[config.mk]
export PLATFORM = sky130hd
export DESIGN_NAME = spi_master_cfg
export DESIGN_NICKNAME = d
export VERILOG_FILES = /design/src/rtl/spi_master_cfg.sv
export SDC_FILE = /design/constraint.sdc
export NUM_CORES = 1
export LEC_CHECK = 0
export ABC_AREA = 1
export ABC_CLOCK_PERIOD_IN_PS = 2850
export BUFFER_PORTS_ARGS = -buffer_cell sky130_fd_sc_hd__clkbuf_2
export CORE_MARGIN = 10
export CORE_UTILIZATION = 56
export DETAILED_ROUTE_END_ITERATION = 6
export PLACE_DENSITY = 0.78
export SYNTH_ARGS = -nofsm -noshare
export SYNTH_HDL_FRONTEND = slang
export SYNTH_SLANG_ARGS = --single-unit
[constraint.sdc]
create_clock -name clk -period 2.85 [get_ports clk]
set_input_delay 0.57 -clock clk [delete_from_list [all_inputs] [get_ports clk]]
set_output_delay 0.57 -clock clk [all_outputs]
set_load 0.05 [all_outputs]
[src/rtl/spi_master_cfg.sv]
// Full-duplex SPI master with a programmable SCLK divider, all four CPOL/CPHA modes and selectable bit order.
// Valid/ready: start is honoured only while busy is low; done pulses once per word with dout valid.
module spi_master_cfg #(
    parameter int DATA_W    = 12,
    parameter int CLK_DIV   = 10,
    parameter bit MSB_FIRST = 1'b0
) (
    input  logic              clk,
    input  logic              rst_n,
    input  logic              start,
    input  logic              cpol,
    input  logic              cpha,
    input  logic [DATA_W-1:0] din,
    input  logic              miso,
    output logic              sclk,
    output logic              mosi,
    output logic              cs_n,
    output logic              busy,
    output logic              done,
    output logic [DATA_W-1:0] dout,
    output logic [2:0]        o_dbg_state
);
    localparam int DIV_W  = (CLK_DIV > 1) ? $clog2(CLK_DIV) : 1;
    localparam int EDGE_W = $clog2(2 * DATA_W);

    typedef enum logic [2:0] {S_IDLE, S_SETUP, S_XFER, S_HOLD, S_GAP} state_t;

    state_t             r_state;
    state_t             w_next;
    logic [DIV_W-1:0]   r_div;
    logic [EDGE_W-1:0]  r_edge;
    logic [DATA_W-1:0]  r_tx;
    logic [DATA_W-1:0]  r_rx;
    logic [DATA_W-1:0]  r_dout;
    logic               r_cpol;
    logic               r_cpha;
    logic               r_sclk;
    logic               r_mosi;
    logic               r_cs_n;
    logic               r_busy;
    logic               r_done;

    logic               w_tick;
    logic               w_last_edge;
    logic               w_leading;
    logic               w_sample;
    logic               w_drive;
    logic               w_din_bit;
    logic               w_tx_bit;
    logic [DATA_W-1:0]  w_din_shift;
    logic [DATA_W-1:0]  w_tx_shift;
    logic [DATA_W-1:0]  w_rx_shift;

    assign w_tick      = (r_div == DIV_W'(CLK_DIV - 1));
    assign w_last_edge = (r_edge == EDGE_W'(2 * DATA_W - 1));
    // Even edge indices move SCLK away from CPOL, i.e. they are leading edges.
    assign w_leading   = ~r_edge[0];
    assign w_sample    = (r_state == S_XFER) && w_tick && (w_leading ^ r_cpha);
    assign w_drive     = (r_state == S_XFER) && w_tick && !(w_leading ^ r_cpha) && !w_last_edge;

    assign w_din_bit   = MSB_FIRST ? din[DATA_W-1] : din[0];
    assign w_din_shift = MSB_FIRST ? {din[DATA_W-2:0], 1'b0} : {1'b0, din[DATA_W-1:1]};
    assign w_tx_bit    = MSB_FIRST ? r_tx[DATA_W-1] : r_tx[0];
    assign w_tx_shift  = MSB_FIRST ? {r_tx[DATA_W-2:0], 1'b0} : {1'b0, r_tx[DATA_W-1:1]};
    assign w_rx_shift  = MSB_FIRST ? {r_rx[DATA_W-2:0], miso} : {miso, r_rx[DATA_W-1:1]};

    always_ff @(posedge clk or negedge rst_n) begin
        if (!rst_n) r_state <= S_IDLE;
        else        r_state <= w_next;
    end

    always_comb begin
        w_next = r_state;
        case (r_state)
            S_IDLE:  if (start)                 w_next = S_SETUP;
            S_SETUP: if (w_tick)                w_next = S_XFER;
            S_XFER:  if (w_tick && w_last_edge) w_next = S_HOLD;
            S_HOLD:  if (w_tick)                w_next = S_GAP;
            S_GAP:   if (w_tick)                w_next = S_IDLE;
            default:                            w_next = S_IDLE;
        endcase
    end

    always_ff @(posedge clk or negedge rst_n) begin
        if (!rst_n) begin
            r_div  <= '0;
            r_edge <= '0;
            r_tx   <= '0;
            r_rx   <= '0;
            r_dout <= '0;
            r_cpol <= 1'b0;
            r_cpha <= 1'b0;
            r_sclk <= 1'b0;
            r_mosi <= 1'b0;
            r_cs_n <= 1'b1;
            r_busy <= 1'b0;
            r_done <= 1'b0;
        end else begin
            r_done <= 1'b0;
            if (r_state == S_IDLE) r_div <= '0;
            else                   r_div <= w_tick ? '0 : r_div + DIV_W'(1);
            case (r_state)
                S_IDLE: begin
                    r_sclk <= r_cpol;
                    if (start) begin
                        r_cpol <= cpol;
                        r_cpha <= cpha;
                        r_sclk <= cpol;
                        r_cs_n <= 1'b0;
                        r_busy <= 1'b1;
                        r_rx   <= '0;
                        r_edge <= '0;
                        // CPHA=0 slaves sample on the first edge, so bit 0 must be on the wire already.
                        if (cpha) begin
                            r_tx   <= din;
                            r_mosi <= 1'b0;
                        end else begin
                            r_tx   <= w_din_shift;
                            r_mosi <= w_din_bit;
                        end
                    end
                end
                S_XFER: begin
                    if (w_tick) begin
                        r_sclk <= ~r_sclk;
                        r_edge <= w_last_edge ? '0 : r_edge + EDGE_W'(1);
                        if (w_sample) r_rx <= w_rx_shift;
                        if (w_drive) begin
                            r_mosi <= w_tx_bit;
                            r_tx   <= w_tx_shift;
                        end
                    end
                end
                S_HOLD: begin
                    if (w_tick) begin
                        r_cs_n <= 1'b1;
                        r_mosi <= 1'b0;
                        r_dout <= r_rx;
                        r_done <= 1'b1;
                    end
                end
                S_GAP: begin
                    if (w_tick) r_busy <= 1'b0;
                end
                default: ;
            endcase
        end
    end

    assign sclk        = r_sclk;
    assign mosi        = r_mosi;
    assign cs_n        = r_cs_n;
    assign busy        = r_busy;
    assign done        = r_done;
    assign dout        = r_dout;
    assign o_dbg_state = r_state;
endmodule

* After elaboration in Yosys (flattened, before gate mapping)
Index checks and enable logic that the tools add are counted.
Storage, ports and cells: register bits after elaboration 55, bits in latches 0, memory bits (writable) 0, memory bits (read-only) 0, input port bits 18, logic and storage cells 91, memories kept 0
Operators by class: add/sub/neg operators 2, multiply operators 0, divide/modulo/power cells 0, $lt $le $gt $ge 0, equal/unequal tests 14, shifts and indexed selects 0, muxes and demuxes 37, bitwise logic cells 3, reductions and logical operators 22
Operator list (count):
- 12-bit 2-to-1 mux | 7
- 12-bit one-hot mux with 2 select lines | 2
- 3-bit 2-to-1 mux | 5
- 5-bit 2-to-1 mux | 3
- 3-bit one-hot mux with 5 select lines | 1
- 2-bit != test, second input constant | 7
- 1-bit 2-to-1 mux | 12
- 5-bit one-hot mux with 2 select lines | 1
- 5-bit AND reduction | 2
- 3-bit AND reduction | 3
- 4-bit 2-to-1 mux | 2
- 4-bit AND reduction | 2
- 3-bit by 2-bit == test with 1-bit output, second input constant | 2
- 1-bit one-hot mux with 2 select lines | 3
- 2-bit AND reduction | 3
- 2-bit nonzero test | 3
- 5-bit by 1-bit adder with 5-bit output, second input constant | 1
- 5-bit == test, second input constant | 1
- 1-bit logical AND | 5
- 4-bit by 1-bit adder with 4-bit output, second input constant | 1
- 4-bit == test, second input constant | 1
- 3-bit by 1-bit == test with 1-bit output, second input constant | 1
- 3-bit == test, second input constant | 1
- 3-bit logical NOT | 1
- other kinds (6) | 8

* Depth between registers and ports, before layout
depth in word-level cells 8, mapped depth 11

* Least setup slack after synthesis
Ideal clock, no wire load.
path kind flip-flop to flip-flop, start point register r_state[2] (netlist: o_dbg_state[2]), end point register r_tx[10], setup time 0.116 ns, arrival 1.675 ns, slack 1.058 ns, stages on the path, launching flop included 12, buffers on the path 2, period minus slack after synthesis 1.792 ns, cells stage by stage dfrtp_1 -> inv_2 -> nand2_2 -> nor2_4 -> nand2_1 -> nand2_2 -> nor2_2 -> buf_6 -> nand2_4 -> buf_6 -> nand2_1 -> nand2_1
On the way: cells in the longest elaborated chain, start to end 6
RTL lines:
- start: declaration | line 28 | state_t r_state;
- start signal: assignment | line 69 | else r_state <= w_next;
- 3-bit by 2-bit == test with 1-bit output | line 59, 102
- 1-bit logical AND (3 in series) | line 59 | assign w_drive = (r_state == S_XFER) && w_tick && !(w_leading ^ r_cpha) && !w_last_edge;
- 2-bit != test (no source line)
- 4-bit AND reduction (no source line)
- end signal: assignment | line 115 | r_tx <= din;
- end signal: assignment | line 118 | r_tx <= w_din_shift;
- end signal: assignment | line 130 | r_tx <= w_tx_shift;
- end: declaration | line 32 | logic [DATA_W-1:0] r_tx;
Several ways; a longest one is shown, not always the timed one. A chain may end at the register's enable or synchronous reset.

* Worst setup path after layout
start point register r_state[2] (netlist: o_dbg_state[2]), end point register r_rx[3]
On the way: cells in the longest elaborated chain, start to end 5
RTL lines:
- 3-bit by 2-bit == test with 1-bit output | line 58, 102
- 1-bit logical AND (2 in series) | line 58 | assign w_sample = (r_state == S_XFER) && w_tick && (w_leading ^ r_cpha);
- 2-bit != test (no source line)
- 4-bit AND reduction (no source line)
- end signal: assignment | line 127 | if (w_sample) r_rx <= w_rx_shift;
- end: declaration | line 33 | logic [DATA_W-1:0] r_rx;
Several ways; a longest one is shown, not always the timed one.

==> summary.txt <==
Final layout
  – Post-layout util: around 65%
  – Area Growth Syn to Fin: 11.65%
  – Antenna Cells: 0
  – Final instance area: 3105 sq um
  – Final #Nets: 427
  – Post-Layout Cell Count: 474
  – Layout cell share with drive strength beyond 1: 14.25%

Yosys
  – Warnings from Yosys: 0
  – Commonest cells in the netlist: 156 x nand2_1, 54 x dfrtp_1, 35 x nand3_1
  – Post-synth top flop: dfrtp_1
  – Syn Std Cell Area: 2781 sq um
  – Synth top area share: 48.58%
  – Yosys reg bits: 55
  – Top post-synthesis cells by area: dfrtp_1 49%, nand2_1 21%, nand3_1 6.3%, o21ai_0 4.5%, inv_1 4.5%
  – Most common cell in the synthesized netlist: nand2_1
  – Seq/Total Area, Yosys: between 40 and 50%
  – EDFF count, synth: 0
  – Post-synth top area cell: dfrtp_1
  – Syn Inst Count: 372
  – Number of distinct library cells after synthesis: 25
  – Post-Syn Nets: 393
  – Ys async rst share: 100.0%
  – Mapped Avg Cell Area: 7.477 sq um

Worst setup path
  – Setup CP Type: register to register
  – CP Capture Type: register
  – CP Buf/Inv Count: 1
  – Critical path cell sequence: inv_2, nand2_2, nor2_4, nand2_1, nand2_1, nand2_1, nand2_1
  – Crit path max fanout: 18
  – Delay-heaviest family, CP: simple AND/OR/NAND/NOR gates
  – Worst setup path end: r_rx[3]
  – Critical Path AT: 2.29 ns
  – R2r endpoint: r_rx[3]
  – CP peak stage delay: approximately 0.46 ns
  – Most used cell, CP: nand2_1
  – Critical Path Source Type: register
  – Path depth of the worst reg2reg path: 7
  – Flop2flop setup slack: 0.81 ns
  – Crit path required time: 3.10 ns
  – Crit. Startpoint: o_dbg_state[2]
  – Crit path depth: 7
  – Reg2reg start: o_dbg_state[2]
  – Slowest CP cell: dfrtp_1

Pwr
  – Power per Cell Area: 867.4 nW/um^2
  – Maximum vdd ir drop: 0.0005270 V
  – Leakage power: about 1.7 nW
  – Pwr Total: approximately 2.7 mW

Placement
  – Pre-CTS WS: 0.8560 ns
  – Placed Area: between 2000 and 3000 sq um
  – GPL Wtd Cong: 0.8740
  – I/O Buffers: 37
  – Cell Count Post-Placement: 466
  – Final HPWL DP: between 4000 and 5000 microns

Global route
  – Initial antenna violation count: 0
  – Congestion Overflow GR: 0
  – Vias in the first global route: 2347
  – Largest net degree at the start of global routing: 29
  – Total global-route track usage: between 10% and 20%
  – First-pass GRT wire length: slightly above 10000 microns

STA
  – Skew final: between 0.01 and 0.015 ns
  – Final critical-path share of the clock period: 71.57%
  – Slew Limit Fails: 0
  – Setup ws final: 0.8103 ns
  – Setup Viol. Count Final: 0
  – Hold slack: between 0.06 and 0.07 ns
  – RSZ-0062 raised after global routing: no
  – Worst Tran Pin Value: 0.5576 ns
  – Final number of hold-violating endpoints: 0
  – Maximum clock rate: 490.3 MHz
  – Minimum clock period: approximately 2.0 ns
  – Slew Limit Headroom: 62.74%
  – Setup TNS: 0 ns

Clock tree
  – CTS H-tree depth: 2
  – Clock transition at path regs: 0.10 ns
  – Clk_lat worst skew: roughly 0.32 ns
  – CTS resizes: 0
  – CTS tree: done
  – Max Buffers Root-to-Sink: 2
  – CTS buffer count: 5
  – Setup Buffers After CTS: 0
  – Root Driver: clkbuf_8
  – Clock Sinks: 55
  – Cts hold-fix bufs: 0

Min path
  – Worst hold path class: input pin to async pin

Routing
  – Highest routed layer: met4
  – Vias/cell: 5.074
  – Met3 wire len: 364 microns
  – Remaining DRCs: 0
  – Detailed Route Iter0 Violations: ~100
  – WL/cell: 12.16 microns
  – Met2 routed WL: 2712 microns
  – Post-route ant nets: 0
  – Total Wirelength: 5766 microns
  – Vias post-DR: between 2000 and 2500
  – Metal-1 WL: around 2600 microns
  – Drt first pass iters: 4

Floorplan
  – DIE AREA: 8186 sq um
  – FP Rows: 25
  – Initial Util: 58.50%
  – Die Wd: 90.48 microns
  – Chip height: 90.48 microns
  – # IOs: 38
  – Core area: 4755 sq um

Job
  – Max Cap Violations: 0

Status
  – Status: complete, no violations
cells in the final DEF (no fill, tap or decap), types with 5 or more instances in the layout:
cell | Yosys | final
dfrtp_1 | 54 | 54
clkbuf_8 | 0 | 5
inv_1 | 33 | 33
o21ai_0 | 25 | 25
nand3_1 | 35 | 35
o21ai_1 | 7 | 7
nor2_1 | 23 | 23
nand2_1 | 156 | 156
clkbuf_2 | 1 | 37
where the power goes:
| group | leakage, nW | switching [mW] | internal [mW] |
|---|---|---|---|
| Clock | 0.0587 | 0.266 | 0.267 |
| Sequential | 0.730 | 0.120 | 0.945 |
| Combinational | 0.905 | 0.790 | 0.306 |
| Total | 1.69 | 1.18 | 1.52 |
worst min path at each step:
stage	slack [ns]	cells past startpoint	to	startpoint
final	0.06	1	o_dbg_state[2]	rst_n
after global routing	0.06	1	o_dbg_state[2]	rst_n
after CTS	0.06	1	o_dbg_state[2]	rst_n
after detailed placement	0.40	1	r_rx[0]	rst_n
after global placement	0.41	1	r_rx[0]	rst_n
after floorplan	0.27	0	busy	rst_n
layer usage:
metal,track usage (%),vias up
met2,24.46,50
met4,4.377,0
met5,0,-
li1,-,1231
met3,4.572,7
met1,17.75,1117
area by class of cell:
class / count / area, sq um
clock buffers: 5 / 68.82
multi-input cells: 267 / 1177
inverters: 36 / 135.1
flip-flops and latches: 55 / 1378
repair buffers: 41 / 215.2
well taps: 67 / 83.83
fillers: 455 / 1649
clock inverters: 3 / 47.55
kinds of logic (layout without fill, tap and decap cells):
kind of cell             Yosys count  count (layout)  synth area share (%)
XOR/XNOR                           2               2                0.6299
buffers and inverters             50              85                 8.142
flip-flops                        55              55                 49.53
AND/OR/NAND/NOR                  228             228                 34.23
adder cells (fa/ha/maj)            3               3                 1.350
AO/OA/AOI/OAI                     34              34                 6.118
flip-flops by register name, indices dropped and copies added (netlist names):
register / cells
busy: 1
cs_n: 1
o_dbg_state: 3
r_div: 4
r_cpha: 1
r_edge: 5
r_tx: 12
sclk: 1
done: 1
r_rx: 12
r_cpol: 1
mosi: 1
dout: 12
(Power assumes the default switching activity.)
